**config.mk**
```make
export PLATFORM = sky130hd
export DESIGN_NAME = servo_arbiter
export DESIGN_NICKNAME = d
export VERILOG_FILES = /design/src/rtl/game_pkg.sv /design/src/rtl/slew_limiter.sv /design/src/rtl/servo_arbiter.sv
export SDC_FILE = /design/constraint.sdc
export NUM_CORES = 1
export LEC_CHECK = 0
export CAP_MARGIN = 10
export CORE_UTILIZATION = 50
export DETAILED_ROUTE_END_ITERATION = 8
export PLACE_DENSITY = 0.73
export RECOVER_POWER = 100
export SLEW_MARGIN = 25
export SYNTH_ARGS = -nofsm -noshare
export SYNTH_HDL_FRONTEND = slang
export SYNTH_SLANG_ARGS = --single-unit
```
**constraint.sdc**
```tcl
create_clock -name clk -period 9.8 [get_ports clk]
set_input_delay 0.98 -clock clk [delete_from_list [all_inputs] [get_ports clk]]
set_output_delay 0.98 -clock clk [all_outputs]
set_load 0.01 [all_outputs]
```
**src/rtl/game_pkg.sv**
```systemverilog
// Shared definitions for the game top level: requester indices, servo limits
// and the servo arbiter state encoding.
package game_pkg;

    localparam int REQ_EV1 = 0;
    localparam int REQ_EV2 = 1;
    localparam int REQ_PUZ = 2;
    localparam int NUM_REQ = 3;

    localparam logic [7:0] SERVO_DEFAULT_ANGLE = 8'd90;
    localparam logic [7:0] SERVO_MAX_ANGLE     = 8'd180;

    typedef enum logic [1:0] {
        ARB_IDLE   = 2'd0,
        ARB_OWNED  = 2'd1,
        ARB_RETURN = 2'd2
    } arb_state_t;

    // One-hot of the lowest set bit; bit 0 is the highest-priority requester.
    function automatic logic [NUM_REQ-1:0] first_req(input logic [NUM_REQ-1:0] r);
        logic [NUM_REQ-1:0] pick;
        pick = '0;
        for (int i = NUM_REQ - 1; i >= 0; i--) begin
            if (r[i]) begin
                pick = '0;
                pick[i] = 1'b1;
            end
        end
        return pick;
    endfunction

    function automatic logic [7:0] clamp_angle(input logic [7:0] a, input logic [7:0] lim);
        return (a > lim) ? lim : a;
    endfunction

endpackage

```
**src/rtl/slew_limiter.sv**
```systemverilog
// Moves angle_out one degree toward target on every step_tick from a
// free-running divider; the divider is never restarted by target changes.
module slew_limiter
    import game_pkg::*;
#(
    parameter int unsigned STEP_DIV      = 250_000,
    parameter logic [7:0]  DEFAULT_ANGLE = SERVO_DEFAULT_ANGLE
) (
    input  logic       clk,
    input  logic       rst,
    input  logic [7:0] target,
    output logic [7:0] angle_out,
    output logic       at_target,
    output logic       step_tick
);

    localparam int DIV_W = (STEP_DIV > 1) ? $clog2(STEP_DIV) : 1;
    localparam logic [DIV_W-1:0] DIV_LAST = DIV_W'(STEP_DIV - 1);

    logic [DIV_W-1:0] div_cnt;

    assign step_tick = (div_cnt == DIV_LAST);
    assign at_target = (angle_out == target);

    always_ff @(posedge clk) begin
        if (rst) begin
            div_cnt   <= '0;
            angle_out <= DEFAULT_ANGLE;
        end else begin
            div_cnt <= step_tick ? '0 : div_cnt + 1'b1;
            if (step_tick) begin
                if (angle_out < target) begin
                    angle_out <= angle_out + 8'd1;
                end else if (angle_out > target) begin
                    angle_out <= angle_out - 8'd1;
                end
            end
        end
    end

endmodule

```
**src/rtl/servo_arbiter.sv**
```systemverilog
// Fixed-priority owner arbitration for the single servo with a minimum hold
// time and a slew-limited return to the park angle when nobody owns it.
module servo_arbiter
    import game_pkg::*;
#(
    parameter int unsigned HOLD_CYCLES   = 5_000_000,
    parameter int unsigned STEP_DIV      = 250_000,
    parameter logic [7:0]  DEFAULT_ANGLE = SERVO_DEFAULT_ANGLE,
    parameter logic [7:0]  MAX_ANGLE     = SERVO_MAX_ANGLE
) (
    input  logic             clk,
    input  logic             rst,
    input  logic [2:0]       req,
    input  logic [7:0]       angle0,
    input  logic [7:0]       angle1,
    input  logic [7:0]       angle2,
    output logic [2:0]       grant,
    output logic [7:0]       angle_out,
    output logic             at_target,
    output logic             busy,
    output arb_state_t       state
);

    localparam int HOLD_W = (HOLD_CYCLES > 1) ? $clog2(HOLD_CYCLES) : 1;
    localparam logic [HOLD_W-1:0] HOLD_LOAD = HOLD_W'(HOLD_CYCLES - 1);

    arb_state_t        next_state;
    logic [2:0]        next_grant;
    logic [HOLD_W-1:0] hold_cnt;
    logic [HOLD_W-1:0] next_hold;
    logic [7:0]        target;
    logic [7:0]        next_target;
    logic [2:0]        pick;
    logic              preempt;
    logic              owner_req;
    logic              step_tick;

    assign pick = first_req(req);
    // With a one-hot owner, grant-1 masks exactly the higher-priority bits.
    assign preempt   = |(req & (grant - 3'd1));
    assign owner_req = |(req & grant);

    always_comb begin
        next_state = state;
        next_grant = grant;
        next_hold  = (hold_cnt != '0) ? hold_cnt - 1'b1 : '0;
        case (state)
            ARB_IDLE, ARB_RETURN: begin
                if (|req) begin
                    next_state = ARB_OWNED;
                    next_grant = pick;
                    next_hold  = HOLD_LOAD;
                end else if (state == ARB_RETURN && angle_out == DEFAULT_ANGLE) begin
                    next_state = ARB_IDLE;
                end
            end
            ARB_OWNED: begin
                if (preempt) begin
                    next_grant = pick;
                    next_hold  = HOLD_LOAD;
                end else if (!owner_req && hold_cnt == '0) begin
                    if (|req) begin
                        next_grant = pick;
                        next_hold  = HOLD_LOAD;
                    end else begin
                        next_grant = 3'b000;
                        next_state = ARB_RETURN;
                    end
                end
            end
            default: begin
                next_state = ARB_IDLE;
                next_grant = 3'b000;
                next_hold  = '0;
            end
        endcase
    end

    // Target follows the owner's live angle every cycle it stays granted.
    always_comb begin
        next_target = DEFAULT_ANGLE;
        case (next_grant)
            3'b001:  next_target = clamp_angle(angle0, MAX_ANGLE);
            3'b010:  next_target = clamp_angle(angle1, MAX_ANGLE);
            3'b100:  next_target = clamp_angle(angle2, MAX_ANGLE);
            default: next_target = DEFAULT_ANGLE;
        endcase
    end

    always_ff @(posedge clk) begin
        if (rst) begin
            state    <= ARB_IDLE;
            grant    <= 3'b000;
            hold_cnt <= '0;
            busy     <= 1'b0;
            target   <= DEFAULT_ANGLE;
        end else begin
            state    <= next_state;
            grant    <= next_grant;
            hold_cnt <= next_hold;
            busy     <= (next_state != ARB_IDLE);
            target   <= next_target;
        end
    end

    slew_limiter #(
        .STEP_DIV      (STEP_DIV),
        .DEFAULT_ANGLE (DEFAULT_ANGLE)
    ) u_slew (
        .clk       (clk),
        .rst       (rst),
        .target    (target),
        .angle_out (angle_out),
        .at_target (at_target),
        .step_tick (step_tick)
    );

endmodule

```
After elaboration in Yosys (flattened, before gate mapping)

Cells that the tools add are included.
Widths: inputs -> output; s select.

Output and inout bits: 15
RAM bits: 0
Bits in latches: 0
Memory bits (read-only): 0
Memories kept: 0
Register bits after elaboration: 63

Bitwise operators: 2
Multiply operators: 0
Multiplexer cells: 25
Add/sub/neg operators: 5
Reductions and logical operators: 14
Shifts and indexed selects: 0
Div/mod/pow operators: 0
Magnitude comparators: 5
Eq/ne operators: 8

Operators by type and width:

| kind                  | number |
|---|---|
| $mux 23               | 4 |
| $pmux 23 s2           | 1 |
| $mux 8                | 5 |
| $gt 8x8->1 const B    | 3 |
| $pmux 8 s3            | 1 |
| $logic_not 23->1      | 1 |
| $reduce_bool 23->1    | 1 |
| $sub 23x1->23 const B | 1 |
| $mux 3                | 7 |
| $add 18x1->18 const B | 1 |
| $eq 18x18->1 const B  | 1 |
| $mux 2                | 5 |
| $reduce_or 3->1       | 3 |
| $add 8x1->8 const B   | 1 |
| $eq 8x7->1 const B    | 1 |
| $eq 8x8->1            | 1 |
| $gt 8x8->1            | 1 |
| $lt 8x8->1            | 1 |
| $sub 8x1->8 const B   | 1 |
| $and 3x3->3           | 2 |
| $pmux 3 s2            | 1 |
| $pmux 2 s2            | 1 |
| $reduce_bool 2->1     | 2 |
| $reduce_or 2->1       | 2 |
| 10 further kinds      | 11 |

Longest topological paths before layout

Gate-level depths: netlist of run 1.

Depth after elaboration: 9
Mapped depth: 15

By module

Synthesis of run 1 repeated with hierarchy kept, for this count alone.

Cells, all modules: 449
Area, all modules: 3691.0 um^2

By module, submodules not included:

| module        | sequential area each (um^2) | area an instance (um^2) | instances | cells each |
|---|---|---|---|---|
| servo_arbiter | 740.7                       | 2124.5                  | 1         | 268 |
| slew_limiter  | 520.5                       | 1566.5                  | 1         | 181 |

Least setup slack after synthesis of run 1

OpenSTA, ideal clock, no wires.

Kind: register -> register
Start: register u_slew.angle_out[0]
End: register u_slew.angle_out[7]
Slack: 6504 ps
Path buffers: 0
Cell stages (with the launch flop): 16
Data required time: 9730 ps
Arrival time: 3225 ps
Setup time: 70 ps
Path through: dfxtp_1 > inv_1 > ha_1 > nor2b_1 > o21ai_0 > nand2b_1 > a21oi_1 > o21ai_0 > ha_1 > a21o_1 > a21oi_1 > o21ai_0 > o41ai_1 > xnor2_1 > a21o_1 > a21oi_1

Word-level cells in the longest chain between the ends: 3
Elaborated cells between the ends (all ways): 8
Classes of those cells: 2 x add/sub; 2 x order compare; 2 x mux; 2 x reduce/logical

Ends and longest elaborated chain:

| what                                               | RTL line           | text |
|---|---|---|
| start: declaration                                 | slew_limiter.sv:12 | `output logic [7:0] angle_out,` |
| start signal: assignment                           | slew_limiter.sv:33 | `angle_out <= angle_out + 8'd1;` |
| start signal: assignment                           | slew_limiter.sv:35 | `angle_out <= angle_out - 8'd1;` |
| $sub 8x1->8, or another cell as far along          | slew_limiter.sv:35 |  |
| $mux 8 / $reduce_bool 2->1 (equally long branches) | -                  |  |
| $mux 8 / $reduce_and 2->1 (equally long branches)  | -                  |  |

Parallel ways exist; a longest one is shown, timed or not. The select of a mux whose other input is x is not followed.
A chain may end at the register's enable or synchronous reset.

Final worst setup path of run 1

Start: input req[0]
End: register target[2]

Word-level cells in the longest chain between the ends: 9
Elaborated cells between the ends (all ways): 17
Classes of those cells: 3 x eq/ne; 7 x mux; 2 x bitwise; 5 x reduce/logical

Ends and longest elaborated chain:

| what                                     | RTL line             | text |
|---|---|---|
| start: declaration                       | servo_arbiter.sv:13  | `input logic [2:0] req,` |
| $and 3x3->3                              | servo_arbiter.sv:41  | `assign owner_req = \|(req & grant);` |
| $reduce_or 3->1                          | servo_arbiter.sv:41  |  |
| $logic_not 1->1                          | servo_arbiter.sv:61  | `end else if (!owner_req && hold_cnt == '0) begin` |
| $logic_and 1x1->1                        | servo_arbiter.sv:61  |  |
| $mux 3                                   | servo_arbiter.sv:61  |  |
| $mux 3                                   | servo_arbiter.sv:58  | `if (preempt) begin` |
| $pmux 3 s2 *                             | servo_arbiter.sv:47  | `case (state)` |
| $eq 3x3->1, or another cell as far along | servo_arbiter.sv:82  | `case (next_grant)` |
| $pmux 8 s3 *                             | servo_arbiter.sv:82  |  |
| end signal: assignment                   | servo_arbiter.sv:102 | `target <= next_target;` |
| end: declaration                         | servo_arbiter.sv:31  | `logic [7:0] target;` |

Mark *: on every way between the ends. The rest lies on a longest branch, timed or not.

==> results of run 1 <==
## through the flow
stage / cell area (um2) / util, % / total power (uW) / instances / hold WS (ps)
after global routing: 4204 / 61.88 / 686.9 / 567 / 477.4
final: 4204 / 61.88 / 648.5 / 567 / 450.8
after detailed placement: 4039 / 59.45 / 438.6 / 551 / 441.6
after CTS: 4228 / 62.23 / 658.1 / 567 / 454.2
after floorplan: 3527 / - / 394.4 / 423 / 417.6
after global placement: 4039 / 59.45 / 433.1 / 551 / 430.5
## report_power, final
group          internal (uW)  switching, uW
clock network            117            103
logic                   72.3           79.2
registers                267           10.1
## synth_stat cells, types with 4 or more instances
master	number
nor3_1	13
xor2_1	11
nand2_1	25
ha_1	17
a21oi_1	30
or3_1	9
and3_1	4
nand4_1	9
a21o_1	8
o21ai_0	29
nor2_1	43
xnor2_1	26
nor4_1	5
nor4b_1	4
nor2b_1	7
nand2b_1	5
a211o_1	4
nand3b_1	4
nand3_1	20
inv_1	26
dfxtp_1	63
or2_2	4
clkbuf_1	11
## logic make-up after synthesis
family | Yosys count
compound gates | 99
fa+ha+maj | 18
simple gates | 164
xor+xnor | 37
mux | 1
flops | 63
buf+inv | 41
## flip-flops by register name, summed over array words and instances, names as in the netlist
name and flops:
target 8, busy 1, u_slew.div_cnt 18, state 2, hold_cnt 23, grant 3
u_slew.angle_out 8
## final timing paths
check | to | cells past startpoint
worst min-delay path | u_slew.div_cnt[0] | 1
worst min register to register | u_slew.div_cnt[0] | 1
worst max register to register | target[2] | 10
worst max-delay path | target[2] | 8
## metal layers
layer	share of wire, %	up-vias	routed length [um]
li1	-	1589	-
met1	45	1452	3429
met2	49	80	3751
met3	4.0	17	308
met4	1.7	0	128
met5	0	-	0
## worst max-delay path, delay by kind of cell
| kind | cells | cell delay, ps |
|---|---|---|
| and+or+nand+nor | 2 | 850 |
| buffers and inverters | 1 | 650 |
| AOI/OAI and AO/OA | 5 | 1630 |
## layout make-up
| type | count | area [um2] |
|---|---|---|
| sequential | 63 | 1261 |
| tap | 96 | 120.1 |
| fill | 620 | 2590 |
| timing repair buffer | 44 | 434.2 |
| inverter | 29 | 108.9 |
| clock buffer | 10 | 127.6 |
| clock inverter | 6 | 61.31 |
| multi-input combinational | 319 | 2091 |
==> results.md, run 1 <==
* Setup CP Type: in2reg
* Setup Skew at 12.05 ps
* CTS Hold Buffers Added at 0
* Via count at 3138
* Status: finished with violations
* Total setup buffers inserted after CTS at 0
* Final HPWL DP at 5891 um
* Top FF cell, synth: dfxtp_1
* WL final at 7618 um
* Required @ worst endpoint at 10060 ps
* Post-CTS Resized at 0
* HP Class: reg2reg
* Skew-Pair Late Insertion Delay at 340 ps
* Antenna violations before repair at 0
* Area growth, synth to finish at 19.19%
* R2R setup slack at just over 6000 ps
* RSZ-0062 raised after global routing: false
* Yosys warns at 0
* Vias per std cell at roughly 5.5
* Die Area at 7394 um2
* Hold Startpoint: u_slew.div_cnt[0]
* Initial DRC count at 118
* Top cells by area, synth: dfxtp_1 (36%), xnor2_1 (6.5%), ha_1 (6.0%)
* Core ar. at roughly 6800 um2
* Clock root buffer: clkbuf_8
* Pleak at 0.001581 uW
* Worst path cell trace: dlygate4sd3_1, a222oi_1, nand2_1, o32ai_1, a32oi_1, nor3_1, o21ai_0, a31oi_2
* TNS Setup at 0 ps
* Worst r2r src: hold_cnt[0]
* Mux contribution to synthesized area at 0.2838%
* Yosys reg bits at 63
* First-pass GRT wire length at 13140 um
* Max Freq at 259.4 MHz
* Syn Inst Count at about 420
* Starting density of the core at 51.92%
* Row cnt at 30
* Commonest non-fill, non-tap cell in the layout: dfxtp_1
* Worst Setup Start Kind: input port
* Crit path time final at 3854 ps
* Post-route ant nets at 0
* Max-cap viol count at 1
* H-tree Lvls at 3
* Crit path launch: req[0]
* Vias in the first global route at 2970
* Ant diodes at 0
* PwrDens at 154.3 nW/um2
* Critical Path Fanout Max at 9
* Share of cells above drive strength 1 at 6.369%
* Syn Nets at 470
* Residual DRC count at 0
* Worst-Margin Slew at 1579 ps
* TritonCTS clock tree: yes
* Largest family of logic cells by synthesized area: simple AND/OR/NAND/NOR gates
* Critical Path Sink Type: register
* Simple-gate share of the synthesized area at 25.33%
* Slew headroom at -6.227%
* Most frequent cells in the layout: dfxtp_1 (63), nor2_1 (43), o21ai_0 (30), a21oi_1 (30), inv_1 (27)
* Final WS setup at 5946 ps
* DP Worst Slack at 6037 ps
* Clock Path Buffers at 2
* Leading area contributor after synthesis: dfxtp_1
* Yosys cell types at 62
* Post-synthesis adder-cell area fraction at under 10%
* Synth top area share at 35.76%
* Largest net degree at the start of global routing at 21
* GRT Overall Usage at 22.14%
* Clk slew on worst S/H paths at ~60 ps
* Critical path arrival at 4120 ps
* Buffers added on ports at 43
* Peak supply drop at about 0.090 mV
* Final #Nets at between 500 and 600
* Post-synth EDFFs at 0
* Overflow after GRT at 0
* DRT Pass-1 Iters at 6
* Failing checks: capacitance limit, slew limit
* Syn_area_per_cell at between 8 and 9 um2
* Sequential fraction of the synthesis area at 35.76%
* Mapped cell area at between 3000 and 4000 um2
* Synth async-reset ratio at 0%
* XOR/XNOR share of the synthesized area at 9.188%
* Met2 usage at 37.81%
* Clock sink total at 63
* Fin. max-slew vios at 15
* Die Y at 85.99 um
* Num ports at 44
* Setup violators final at 0
* Critical Path Max Stage Delay at 730 ps
* DR WL/cell at 13.44 um
* Met3 Use GR at 3.561%
* CP max stage cell: a222oi_1
* Final period utilization at 39.33%
* Cts bufs inserted at 9
* Final Hold Vio Count at 0
* Synth Area in Compound Gates at between 15 and 20%
* Most used routing layer: met2
* Met1 Usage GRT at 27.94%
* GPL Wtd Cong at roughly 1
* Chip width at 85.99 um
Power figures use the tool's default switching activity.
==> run 2: changes to the inputs <==
Settings changed: PLACE_DENSITY 0.73 to 0.76.
Clock period 9.8 ns to 3.45 ns, I/O delays scaled along.
==> results.md, run 2 (same netlist as run 1, synthesis figures left out) <==
* HP Class: reg2reg
* Fillers at 587 (-5.3%)
* Antenna violations before repair at 0 (unchanged)
* TritonCTS clock tree: yes
* Final Hold Vio Count at 0 (unchanged)
* Max reg flops at 23 (unchanged)
* Pwr Total at 2007 uW (+210%)
* PwrDens at 468.4 nW/um2 (+200%)
* Setup violators final at 0 (unchanged)
* Skew-Pair Late Insertion Delay at 340 ps (about the same)
* First-pass GRT wire length at 13220 um (+0.58%)
* Buffers added on ports at 43 (unchanged)
* Residual DRC count at 0 (unchanged)
* Final #Nets at 515 (+0.39%)
* DRT Pass-1 Iters at 5 (-1)
* Status: finished, final reports clean
* Most frequent cells in the layout: dfxtp_1 (63), nor2_1 (43), a21oi_1 (30), o21ai_0 (29)
* Switching pwr at 541.3 uW (+180%)
* Num ports at 44 (unchanged)
* Commonest non-fill, non-tap cell in the layout: dfxtp_1
* Worst-Margin Slew at 914.6 ps (-664.6 ps)
* Switch share at 26.97% (-2.7 points)
* Required @ worst endpoint at 3710 ps (-6350 ps)
* Die Area at 7394 um2 (unchanged)
* Setup Skew at 9.269 ps (-2.781 ps)
* Core ar. at 6794 um2 (unchanged)
* Critical Path Sink Type: register
* Setup CP Type: reg2reg
* R2R setup slack at 240 ps (-5900 ps)
* Critical Path Fanout Max at 8 (-1)
* Share of cells above drive strength 1 at 7.431% (+1.1 points)
* CTS Hold Buffers Added at 0 (unchanged)
* Power share of the clock group at 38.3% (+4.5 points)
* Combinational share of power at 22.4% (-1.0 points)
* Post-route ant nets at 0 (unchanged)
* Max-cap viol count at 0 (-1)
* Final HPWL DP at 5927 um (+0.61%)
* H-tree Lvls at 3 (unchanged)
* DR WL/cell at 13.68 um (+1.8%)
* Ant diodes at 0 (unchanged)
* Clock sink total at 63 (unchanged)
* WL final at 7758 um (+1.8%)
* Initial DRC count at 148 (+25%)
* Largest net degree at the start of global routing at 18 (-14%)
* Clock Path Buffers at 2 (unchanged)
* Clk slew on worst S/H paths at 70 ps (about the same)
* DP Worst Slack at 347.4 ps (-5689 ps)
* Vias per std cell at 5.564 (+0.54%)
* Crit path time final at 3210 ps
* Fin. max-slew vios at 0 (-15)
* Overflow after GRT at 0 (unchanged)
* Slew headroom at 39.03% (+45 points)
* Row cnt at 30 (unchanged)
* Area growth, synth to finish at 21.46%
* Chip width at 85.99 um (unchanged)
* Hold depth at 1 (unchanged)
* Final WS setup at 240.5 ps (-5705 ps)
* RSZ-0062 raised after global routing: false
* GPL Wtd Cong at 0.9258 (-8.1%)
* Largest regs: hold_cnt x23, u_slew.div_cnt x18
* Worst Setup Start Kind: register
* Die Y at 85.99 um (unchanged)
* TNS Setup at 0 ps (unchanged)
* Final period utilization at 93.03%
* Cts bufs inserted at 9 (unchanged)
* Vias in the first global route at 3035 (+2.2%)
* Sequential power share at 39.3% (-3.5 points)
* Starting density of the core at 51.92% (unchanged)
* GRT Overall Usage at 22.56% (+0.42 points)
* Peak supply drop at 0.2704 mV (+200%)
* Pleak at 0.001622 uW (+2.6%)
* Reg with most FFs: hold_cnt
* Via count at 3155 (+0.54%)
* Clock root buffer: clkbuf_8
* Internal cell power at 1465 uW (+220%)
* Max Freq at 311.6 MHz
* Critical path arrival at 3470 ps (-650 ps)
* Reg2Reg Depth at 10 (unchanged)
-- run 2: power by group through the flow --
stage                     logic [uW]  registers (uW)  clock network, uW
after global placement           430             804                  0
after CTS                        447             789                779
final                            450             789                768
after global routing             502             793                817
after detailed placement         439             805                  0
after floorplan                  321             799                  0
-- run 2: final timing paths --
| path | startpoint | endpoint |
|---|---|---|
| hold reg to reg | u_slew.div_cnt[0] | u_slew.div_cnt[0] |
| hold / removal | u_slew.div_cnt[0] | u_slew.div_cnt[0] |
| setup / recovery | hold_cnt[0] | target[2] |
| setup reg to reg | hold_cnt[0] | target[2] |
-- run 2: critical path, stage by stage (launching register included) --
cell and delay [ps]:
dfxtp_1 330, inv_1 80, ha_1 200, nor4b_1 480, nand4_1 430, nor4_1 350
o32ai_1 170, a32o_2 300, nor3b_2 430, o21ai_0 200, a31oi_2 160
-- run 2: cell type report --
class                   instances  area, um2  share of cell area (%)
multi-input cells             319       2112                   49.30
flip-flops and latches         63       1261                   29.44
repair buffers                 46      449.2                   10.48
clock buffers                  10      137.6                   3.213
well taps                      96      120.1                   2.804
inverters                      29      108.9                   2.541
clock inverters                 4      95.09                   2.220
-- run 2: timing repair --
item / 4_1_cts / 5_1_grt
setup buffers: 0 / 0
resized for setup: 0 / 1
endpoints found under the setup margin: 0 / 1
-- run 2: through the flow --
stage               instances  hold WS, ps  util (%)  instance area (um2)
global route              567        469.9     63.06                 4284
floorplan                 423        417.6         -                 3527
detailed placement        553        438.3     59.67                 4054
CTS                       567        454.0     63.09                 4287
finish                    567        447.4     63.06                 4284
global placement          553        429.1     59.67                 4054
-- run 2: per-layer routing --
metal | global-route usage, % | wire length (um)
met1 | 27.38 | 3558
met2 | 38.02 | 3717
met3 | 4.139 | 307
met4 | 11.67 | 175
met5 | 0 | 0
==> run 3: changes to the inputs <==
Settings changed: SKIP_LAST_GASP set to 1, SLEW_MARGIN 25 to 15.
==> results of run 3 <==
Same layout as run 2: the final DEF is identical, and so are final timing and power.
